`config.mk`:
```
export PLATFORM = sky130hd
export DESIGN_NAME = ipbus_fifo_slave
export DESIGN_NICKNAME = d
export VERILOG_FILES = /design/src/rtl/ipbus_fifo_slave.sv
export SDC_FILE = /design/constraint.sdc
export NUM_CORES = 1
export LEC_CHECK = 0
export ABC_CLOCK_PERIOD_IN_PS = 3800
export CELL_PAD_IN_SITES_DETAIL_PLACEMENT = 1
export CELL_PAD_IN_SITES_GLOBAL_PLACEMENT = 1
export CORE_AREA = 4 4 210 212
export CTS_BUF_LIST = sky130_fd_sc_hd__clkbuf_4
export CTS_CLUSTER_DIAMETER = 50
export DETAILED_ROUTE_END_ITERATION = 10
export DIE_AREA = 0 0 214 216
export GPL_ROUTABILITY_DRIVEN = 0
export PLACE_DENSITY = 0.8
export SLEW_MARGIN = 5
export SYNTH_ARGS = -nofsm -noshare
export SYNTH_HDL_FRONTEND = slang
export SYNTH_SLANG_ARGS = --single-unit
```
`constraint.sdc`:
```
create_clock -name clk -period 3.8 [get_ports clk]
set_input_delay 0.76 -clock clk [delete_from_list [all_inputs] [get_ports clk]]
set_output_delay 0.76 -clock clk [all_outputs]
set_load 0.005 [all_outputs]
```
`src/rtl/ipbus_fifo_slave.sv`:
```
// rtl/ipbus_fifo_slave.sv - IPbus slave pushing written words into a FIFO drained over a valid/ready stream
//
// Purpose:
//   The IPbus master writes command words to the DATA address. They are queued in
//   a register-array FIFO and presented to downstream fabric as a first-word-fall-through
//   stream. A STATUS/CTRL address reports occupancy and a sticky overflow flag, and
//   accepts flush / overflow-clear commands.
//
// Ports:
//   clk        in   IPbus clock, all state on the rising edge
//   reset      in   asynchronous, active-high reset
//   ipbus_in   in   [65:34] addr, [33:2] wdata, [1] strobe, [0] write
//   ipbus_out  out  [33:2] rdata, [1] ack, [0] err
//   m_data     out  head-of-FIFO word, 0 while the FIFO is empty
//   m_valid    out  FIFO not empty
//   m_ready    in   downstream takes m_data when m_valid && m_ready
//
// Address map (addr[0] only, upper bits decoded upstream):
//   0  DATA         write: push (err + sticky overflow when full); read: see below
//   1  STATUS/CTRL  read: [15:0] count, [16] empty, [17] full, [18] overflow
//                   write: bit0 flush, bit1 clear overflow
//
// Build option:
//   IPBUS_FIFO_PEEK_EN  when defined, a DATA read returns the head word with ack
//                       (no pop), or 0 with err if the FIFO is empty. When not
//                       defined, every DATA read answers 0 with err.

module ipbus_fifo_slave #(
    parameter int DEPTH_LOG2 = 4,
    parameter int DATA_WIDTH = 32
) (
    input  logic                  clk,
    input  logic                  reset,
    input  logic [65:0]           ipbus_in,
    output logic [33:0]           ipbus_out,
    output logic [DATA_WIDTH-1:0] m_data,
    output logic                  m_valid,
    input  logic                  m_ready
);

    localparam int DEPTH = 1 << DEPTH_LOG2;

    localparam logic [DEPTH_LOG2-1:0] PTR_ONE = 1;
    localparam logic [DEPTH_LOG2:0]   CNT_ONE = 1;

    // ------------------------------------------------------------------
    // Request field extraction
    // ------------------------------------------------------------------
    logic                  req_strobe;
    logic                  req_write;
    logic                  req_sel_ctrl;
    logic [DATA_WIDTH-1:0] req_wdata;

    assign req_strobe   = ipbus_in[1];
    assign req_write    = ipbus_in[0];
    assign req_sel_ctrl = ipbus_in[34];
    assign req_wdata    = ipbus_in[2 +: DATA_WIDTH];

    // Upper address bits are decoded by the fabric, not here.
    logic unused_addr_bits;
    assign unused_addr_bits = ^ipbus_in[65:35];

    // ------------------------------------------------------------------
    // State
    // ------------------------------------------------------------------
    logic [DATA_WIDTH-1:0] mem_q [DEPTH];

    logic [DEPTH_LOG2-1:0] wr_ptr_q, wr_ptr_d;
    logic [DEPTH_LOG2-1:0] rd_ptr_q, rd_ptr_d;
    logic [DEPTH_LOG2:0]   count_q,  count_d;
    logic                  ovf_q,    ovf_d;
    logic                  ack_q,    ack_d;
    logic                  err_q,    err_d;
    logic [31:0]           rdata_q,  rdata_d;
    // Set once the current strobe has been answered; cleared when strobe drops,
    // so a strobe held high for many cycles yields exactly one response.
    logic                  held_q,   held_d;

    // ------------------------------------------------------------------
    // Combinational control
    // ------------------------------------------------------------------
    logic        fifo_empty;
    logic        fifo_full;
    logic        accept;
    logic        do_push;
    logic        do_pop;
    logic        do_flush;
    logic        do_ovf_clr;
    logic [15:0] count_ext;
    logic [31:0] status_word;
    logic [DATA_WIDTH-1:0] head_word;

    // Full/empty come from the registered count, so a pop in the same cycle
    // never makes room for a push into a full FIFO.
    assign fifo_empty = (count_q == '0);
    assign fifo_full  = count_q[DEPTH_LOG2];
    assign head_word  = mem_q[rd_ptr_q];

    assign m_valid = !fifo_empty;
    assign m_data  = fifo_empty ? '0 : head_word;

    assign accept = req_strobe && !held_q && !ack_q && !err_q;
    assign do_pop = !fifo_empty && m_ready;

    always_comb begin
        count_ext                 = '0;
        count_ext[DEPTH_LOG2:0]   = count_q;
        status_word               = {13'd0, ovf_q, fifo_full, fifo_empty, count_ext};
    end

    always_comb begin
        ack_d      = 1'b0;
        err_d      = 1'b0;
        rdata_d    = '0;
        do_push    = 1'b0;
        do_flush   = 1'b0;
        do_ovf_clr = 1'b0;
        ovf_d      = ovf_q;

        if (accept) begin
            if (!req_sel_ctrl) begin
                if (req_write) begin
                    if (fifo_full) begin
                        err_d = 1'b1;
                        ovf_d = 1'b1;
                    end else begin
                        ack_d   = 1'b1;
                        do_push = 1'b1;
                    end
                end else begin
`ifdef IPBUS_FIFO_PEEK_EN
                    if (fifo_empty) begin
                        err_d = 1'b1;
                    end else begin
                        ack_d   = 1'b1;
                        rdata_d = head_word;
                    end
`else
                    err_d = 1'b1;
`endif
                end
            end else begin
                ack_d = 1'b1;
                if (req_write) begin
                    do_flush   = req_wdata[0];
                    do_ovf_clr = req_wdata[1];
                end else begin
                    // Reflects state before this edge's push/pop.
                    rdata_d = status_word;
                end
            end
        end

        if (do_ovf_clr) begin
            ovf_d = 1'b0;
        end
    end

    always_comb begin
        held_d = req_strobe && (held_q || accept);
    end

    // Pointer and count update; flush overrides any concurrent pop.
    always_comb begin
        wr_ptr_d = wr_ptr_q;
        rd_ptr_d = rd_ptr_q;
        count_d  = count_q;

        if (do_flush) begin
            wr_ptr_d = '0;
            rd_ptr_d = '0;
            count_d  = '0;
        end else begin
            if (do_push) begin
                wr_ptr_d = wr_ptr_q + PTR_ONE;
            end
            if (do_pop) begin
                rd_ptr_d = rd_ptr_q + PTR_ONE;
            end
            case ({do_push, do_pop})
                2'b10:   count_d = count_q + CNT_ONE;
                2'b01:   count_d = count_q - CNT_ONE;
                default: count_d = count_q;
            endcase
        end
    end

    // ------------------------------------------------------------------
    // Registers
    // ------------------------------------------------------------------
    always_ff @(posedge clk or posedge reset) begin
        if (reset) begin
            wr_ptr_q <= '0;
            rd_ptr_q <= '0;
            count_q  <= '0;
            ovf_q    <= 1'b0;
            ack_q    <= 1'b0;
            err_q    <= 1'b0;
            rdata_q  <= '0;
            held_q   <= 1'b0;
        end else begin
            wr_ptr_q <= wr_ptr_d;
            rd_ptr_q <= rd_ptr_d;
            count_q  <= count_d;
            ovf_q    <= ovf_d;
            ack_q    <= ack_d;
            err_q    <= err_d;
            rdata_q  <= rdata_d;
            held_q   <= held_d;
        end
    end

    // Storage is not reset; m_data is masked while the FIFO is empty.
    always_ff @(posedge clk) begin
        if (do_push) begin
            mem_q[wr_ptr_q] <= req_wdata;
        end
    end

    assign ipbus_out = {rdata_q, ack_q, err_q};

endmodule

```
=== Word-level counts from Yosys, hierarchy flattened ===
Memories as Yosys holds them, arrays and structs flattened.
Index checks and enable logic that the tools add are counted.

* Register bits: 49
* Memory bits (writable): 512
* Input bits: 69
* Output and inout port bits: 67
* Logic and storage cells: 67
* Memories kept: 1

{| class="wikitable"
|+ Memory list
! memory !! words !! width !! read ports !! clocked after Yosys merged registers in !! write ports !! line !! text
|-
| mem_q || 16 || 32 || 1 || 0 || 1 || 66 || <nowiki>logic [DATA_WIDTH-1:0] mem_q [DEPTH];</nowiki>
|}

* $add $sub $neg: 4
* Eq/ne operators: 3
* Multiplexer cells: 33
* Reductions and logical operators: 18

{| class="wikitable"
|+ Operator list
! cell !! number
|-
| $mux W19 || 3
|-
| $mux W32 || 1
|-
| $mux W1 || 23
|-
| $mux W4 || 4
|-
| $pmux W5 S2 || 1
|-
| $reduce_bool A2 Y1 || 5
|-
| $add A4 B1 Y4 const B || 2
|-
| $add A5 B1 Y5 const B || 1
|-
| $logic_and A1 B1 Y1 || 5
|-
| $logic_not A5 Y1 || 1
|-
| $mux W5 || 1
|-
| $sub A5 B1 Y5 const B || 1
|-
| $logic_not A1 Y1 || 4
|-
| $reduce_and A4 Y1 || 1
|-
| $reduce_bool A3 Y1 || 1
|-
| $eq A2 B1 Y1 const B || 1
|-
| $eq A2 B2 Y1 const B || 1
|-
| $ne A2 B1 Y1 const B || 1
|-
| $logic_or A1 B1 Y1 || 1
|}

=== Longest topological paths before layout ===
* Depth in word-level cells: 8
* Mapped depth: 9
* Mapped depth without buffers: 8

=== Least setup slack after synthesis ===
Ideal clock, no wire load.

* Path kind: input -> register
* From: input ipbus_in[1]
* To: memory mem_q[4][0] (enable)
* Library setup time: 0.392 ns
* Arrival: 2.678 ns
* Data required time: 3.408 ns
* Path slack: 0.730 ns
* Stages on the path: 7
* Path buffers: 2
* Cell sequence: or4b_1 > buf_2 > nor2_1 > buf_2 > nand2_1 > nor2_1 > and2_1

* Word-level cells in the longest chain between the ends: 6

{| class="wikitable"
|+ RTL lines
! element !! line !! text
|-
| start: declaration || 34 || <nowiki>input logic [65:0] ipbus_in,</nowiki>
|-
| $logic_and A1 B1 Y1 (3 in series) || 102 || <nowiki>assign accept = req_strobe && !held_q && !ack_q && !err_q;</nowiki>
|-
| $mux W1 || 120 || <nowiki>if (accept) begin</nowiki>
|-
| $mux W1 || 215 || <nowiki>if (do_push) begin</nowiki>
|-
| $mux W1 (not written as such) || 216 || <nowiki>mem_q[wr_ptr_q] <= req_wdata;</nowiki>
|-
| end: declaration || 66 ||
|}

No other way between the ends.

=== Worst setup path in the final report ===
* From: register rd_ptr_q[0]
* To: output m_data[19]

* Word-level cells in the longest chain between the ends: 2

{| class="wikitable"
|+ RTL lines
! element !! line !! text
|-
| start: declaration || 69 || <nowiki>logic [DEPTH_LOG2-1:0] rd_ptr_q, rd_ptr_d;</nowiki>
|-
| start signal: assignment || 203 || <nowiki>rd_ptr_q <= rd_ptr_d;</nowiki>
|-
| $mem_v2 Z16 W32 || -- ||
|-
| $mux W32 || 100 || <nowiki>assign m_data = fifo_empty ? '0 : head_word;</nowiki>
|-
| end: declaration || 36 || <nowiki>output logic [DATA_WIDTH-1:0] m_data,</nowiki>
|}

No other way between the ends.

==> flow_metrics.env <==
export IMPL_cp_data_required_time_ps=3040
export IMPL_p_leak_nw=8.63
export IMPL_synth_top_cells_by_area="edfxtp_1, mux4_2, dfrtp_1, and2_1, buf_4"
export IMPL_grt_start_max_net_pins=36
export IMPL_die_height_um=216
export IMPL_tritoncts="yes"
export IMPL_yosysUniqueCellTypes=46
export IMPL_top_level_pins=136
export IMPL_ys_flop_type="edfxtp_1"
export IMPL_nets=1265
export IMPL_power_switching_share=0.285
export IMPL_postSynthCellCount=917
export IMPL_finalHoldWorstSlack_ps=405
export IMPL_seqPwrFrac=0.369
export IMPL_fin_ws_ps=-173
export IMPL_ys_ff_latch=536
export IMPL_cap_viol_max_count=0
export IMPL_post_route_min_period_ps=3970
export IMPL_yosys_area_share_simple=0.0288
export IMPL_path_class="flop to output port"
export IMPL_regToRegStartpoint="held_q"
export IMPL_cts_root_buffer="clkbuf_4"
export IMPL_grt_first_pass_wirelength_um=80000
export IMPL_syn_area_per_cell_um2=22.9
export IMPL_detailed_place_area_mm2=0.0227
export IMPL_synth_compound_area_share=0.00657
export IMPL_drt_vias_per_instance=5.88
export IMPL_path_clk_slew_ps=70
export IMPL_final_layout_size_suffix_gt1_frac=0.439
export IMPL_detailroute_via_count=10800
export IMPL_power_ir_vdd_worst_mv=0.390
export IMPL_drt_wirelength_per_cell_um=29.9
export IMPL_number_of_violations_reported_at_the_end_of_detailed_routing_iteration_0=1098
export IMPL_drt_wl_total_um=54800
export IMPL_postRouteAntennaNets=0
export IMPL_drc_errors=0
export IMPL_holdCritPathClass="input pin to asynchronous set/reset pin"
export IMPL_initial_core_util=0.500
export IMPL_nFillCells=3513
export IMPL_syn_area_mm2=0.0210
export IMPL_worstSetupStartpointType="flop"
export IMPL_firstDrtPassIters=5
export IMPL_timing_critical_path_mode_cell="buf_12"
export IMPL_combinationalPowerShare=0.359
export IMPL_die_area_mm2=0.0462
export IMPL_crit_slowest_cell="dfrtp_4"
export IMPL_ctsHtreeMaxLevel=4
export IMPL_critical_path_max_stage_delay_ps=510
export IMPL_synthDominantCellAreaShare=0.734
export IMPL_cp_top_family="multiplexers"
export IMPL_fin_area_mm2=0.0256
export IMPL_synth_seq_area_share=0.762
export IMPL_setup_violations=32
export IMPL_clock_insertion_delay_worst_skew_ps=940
export IMPL_num_rows=75
export IMPL_synth_top_family_by_area="multiplexers"
export IMPL_timing_critical_path_from="rd_ptr_q[0]"
export IMPL_synth_mux_area_fraction=0.173
export IMPL_dpl_hpwl_um=25400
export IMPL_finalClockSkew_ps=64.1
export IMPL_worst_slew_margin_rel=0.341
export IMPL_gr_usage_all_layers=0.241
export IMPL_async_flop_share=0.0448
export IMPL_timing_critical_path_fanout_max=5
export IMPL_instance_count_after_placement_with_tap_cells_included=1520
export IMPL_fin_crit_sh=1.05
export IMPL_synth_enable_flop_cells=512
export IMPL_synth_area_in_xor_xnor=0.00334
export IMPL_port_buffers=80
export IMPL_core_mm2=0.0419
export IMPL_synth_adder_area_share=0.00358
export IMPL_gr_total_overflow=0
export IMPL_arrival_ps=3210
export IMPL_power_total_mw=18.3
export IMPL_net_load_switching_power_mw=5.22
export IMPL_dp_worst_setup_slack_ps=277
export IMPL_cts_made_buffers=140
export IMPL_die_x_um=214
export IMPL_path_cells="buf_12, buf_12, buf_12, buf_16, mux4_2, mux4_2, and2_4, buf_6"
export IMPL_final_cell_count_no_fill=1835
export IMPL_clockPowerShare=0.272
export IMPL_worst_setup_path_end_kind="output port"
export IMPL_tritoncts_num_sinks=536
export IMPL_run_status="finished with violations"
export IMPL_crit_buf_inv=5
export IMPL_yosysWarningCount=0
export IMPL_failed_checks="setup timing"
export IMPL_pwr_density_cell_mw_per_mm2=716
export IMPL_first_global_vias=12000
export IMPL_tightestPinTransition_ps=988
export IMPL_max_clock_path_buffers=3
export IMPL_timing_final_max_slew_violations=0
export IMPL_grt_antenna_before_repair=5
export IMPL_syn2layout_area_growth_pct=22.2
export IMPL_grt_setup_unrepaired="true"
export IMPL_synth_top_cell_by_area="edfxtp_1"
export IMPL_timing_hold_violations_final=0
export IMPL_internal_power_mw=13.1
export IMPL_maxClockFrequency_mhz=252
## per-stage QoR
step / util / TNS (ps)
floorplan: - / 0
global placement: 0.541 / 0
detailed placement: 0.541 / 0
CTS: 0.607 / -8470
global route: 0.610 / -7630
finish: 0.610 / -3380
## repair_timing
action / CTS / global route
pin swaps: 14 / 0
resized for setup: 203 / 41
gates cloned: 15 / 2
hold buffers: 0 / 0
setup endpoints to repair: 33 / 33
buffers inserted: 44 / 12
## cell usage in the layout, fill, tap and decap left out, types with 3 or more instances in the layout
master           count
buf_2                6
and3_2               4
buf_8                6
nand2_1             10
clkinv_4             5
a21oi_1              3
nor3_1               4
inv_1                6
buf_4               19
ha_1                 6
xor2_1               6
clkinv_1            25
and2_2               8
nand3_1              3
diode_2              5
dfrtp_2              4
inv_2                5
clkbuf_4           200
edfxtp_1           512
and2_1              13
clkdlybuf4s50_1     48
and2_4              27
buf_6               51
conb_1              24
clkinv_2             4
dfrtp_1             18
buf_16              14
and4_2               4
buf_12              35
nor2_1              16
mux4_2             160
o21ai_0              3
## flip-flops by register name, summed over array words and instances, names as in the netlist
signal	count
mem_q	512
rdata_q	7
count_q	5
rd_ptr_q	4
wr_ptr_q	4
ack_q	1
err_q	1
held_q	1
ovf_q	1
## power by group through the flow
| stage | clock network [mW] | logic [mW] | registers (mW) |
|---|---|---|---|
| 2_1_floorplan | 0 | 3.16 | 6.76 |
| 5_1_grt | 5.47 | 6.93 | 6.77 |
| 6_report | 4.99 | 6.57 | 6.76 |
| 4_1_cts | 4.99 | 6.30 | 6.75 |
| 3_3_place_gp | 0 | 4.70 | 6.92 |
| 3_5_place_dp | 0 | 4.78 | 6.94 |
## path summary, 6_finish.rpt
path | slack [ps] | to | cells past startpoint
max in group asynchronous | 2680 | rd_ptr_q[1] | 2
worst max-delay path | -170 | m_data[19] | 8
worst min register to register | 510 | held_q | 2
min in group clk | 480 | held_q | 3
worst min-delay path | 400 | rd_ptr_q[0] | 2
worst max register to register | 1070 | count_q[4] | 8
## final cells by class
type                    instances  area (um^2)  share of cell area
diodes                          5         12.5            0.000489
flip-flops and latches        536        16000               0.625
multi-input cells             322         4700               0.183
well taps                     539          674              0.0263
repair buffers                184         2470              0.0966
inverters                       6         22.5            0.000880
clock inverters                43          230             0.00899
clock buffers                 200         1500              0.0587
## cells in the mapped netlist, types with 6 or more instances
master and n:
dfrtp_1 24, clkbuf_1 23, buf_2 8, nand2_1 10, xor2_1 6, and2_1 48, edfxtp_1 512, buf_1 7
mux4_2 160, inv_1 6, ha_1 6, nor2_1 17, buf_4 37
## kinds of logic after synthesis
| group | after synthesis |
|---|---|
| AOI/OAI and AO/OA | 18 |
| xor gates and xnor gates | 8 |
| adders and majority gates | 6 |
| buffers and inverters | 82 |
| DFF | 536 |
| muxes | 162 |
| other | 1 |
| and+or+nand+nor | 104 |
## layer usage
metal,track usage,routed length [um],vias to the layer above
met4,0.0938,1260,4
li1,-,-,4434
met5,0,27,-
met2,0.428,30100,532
met1,0.286,19700,5726
met3,0.0609,3690,86
Note: power is estimated with default switching activity, not from simulation.
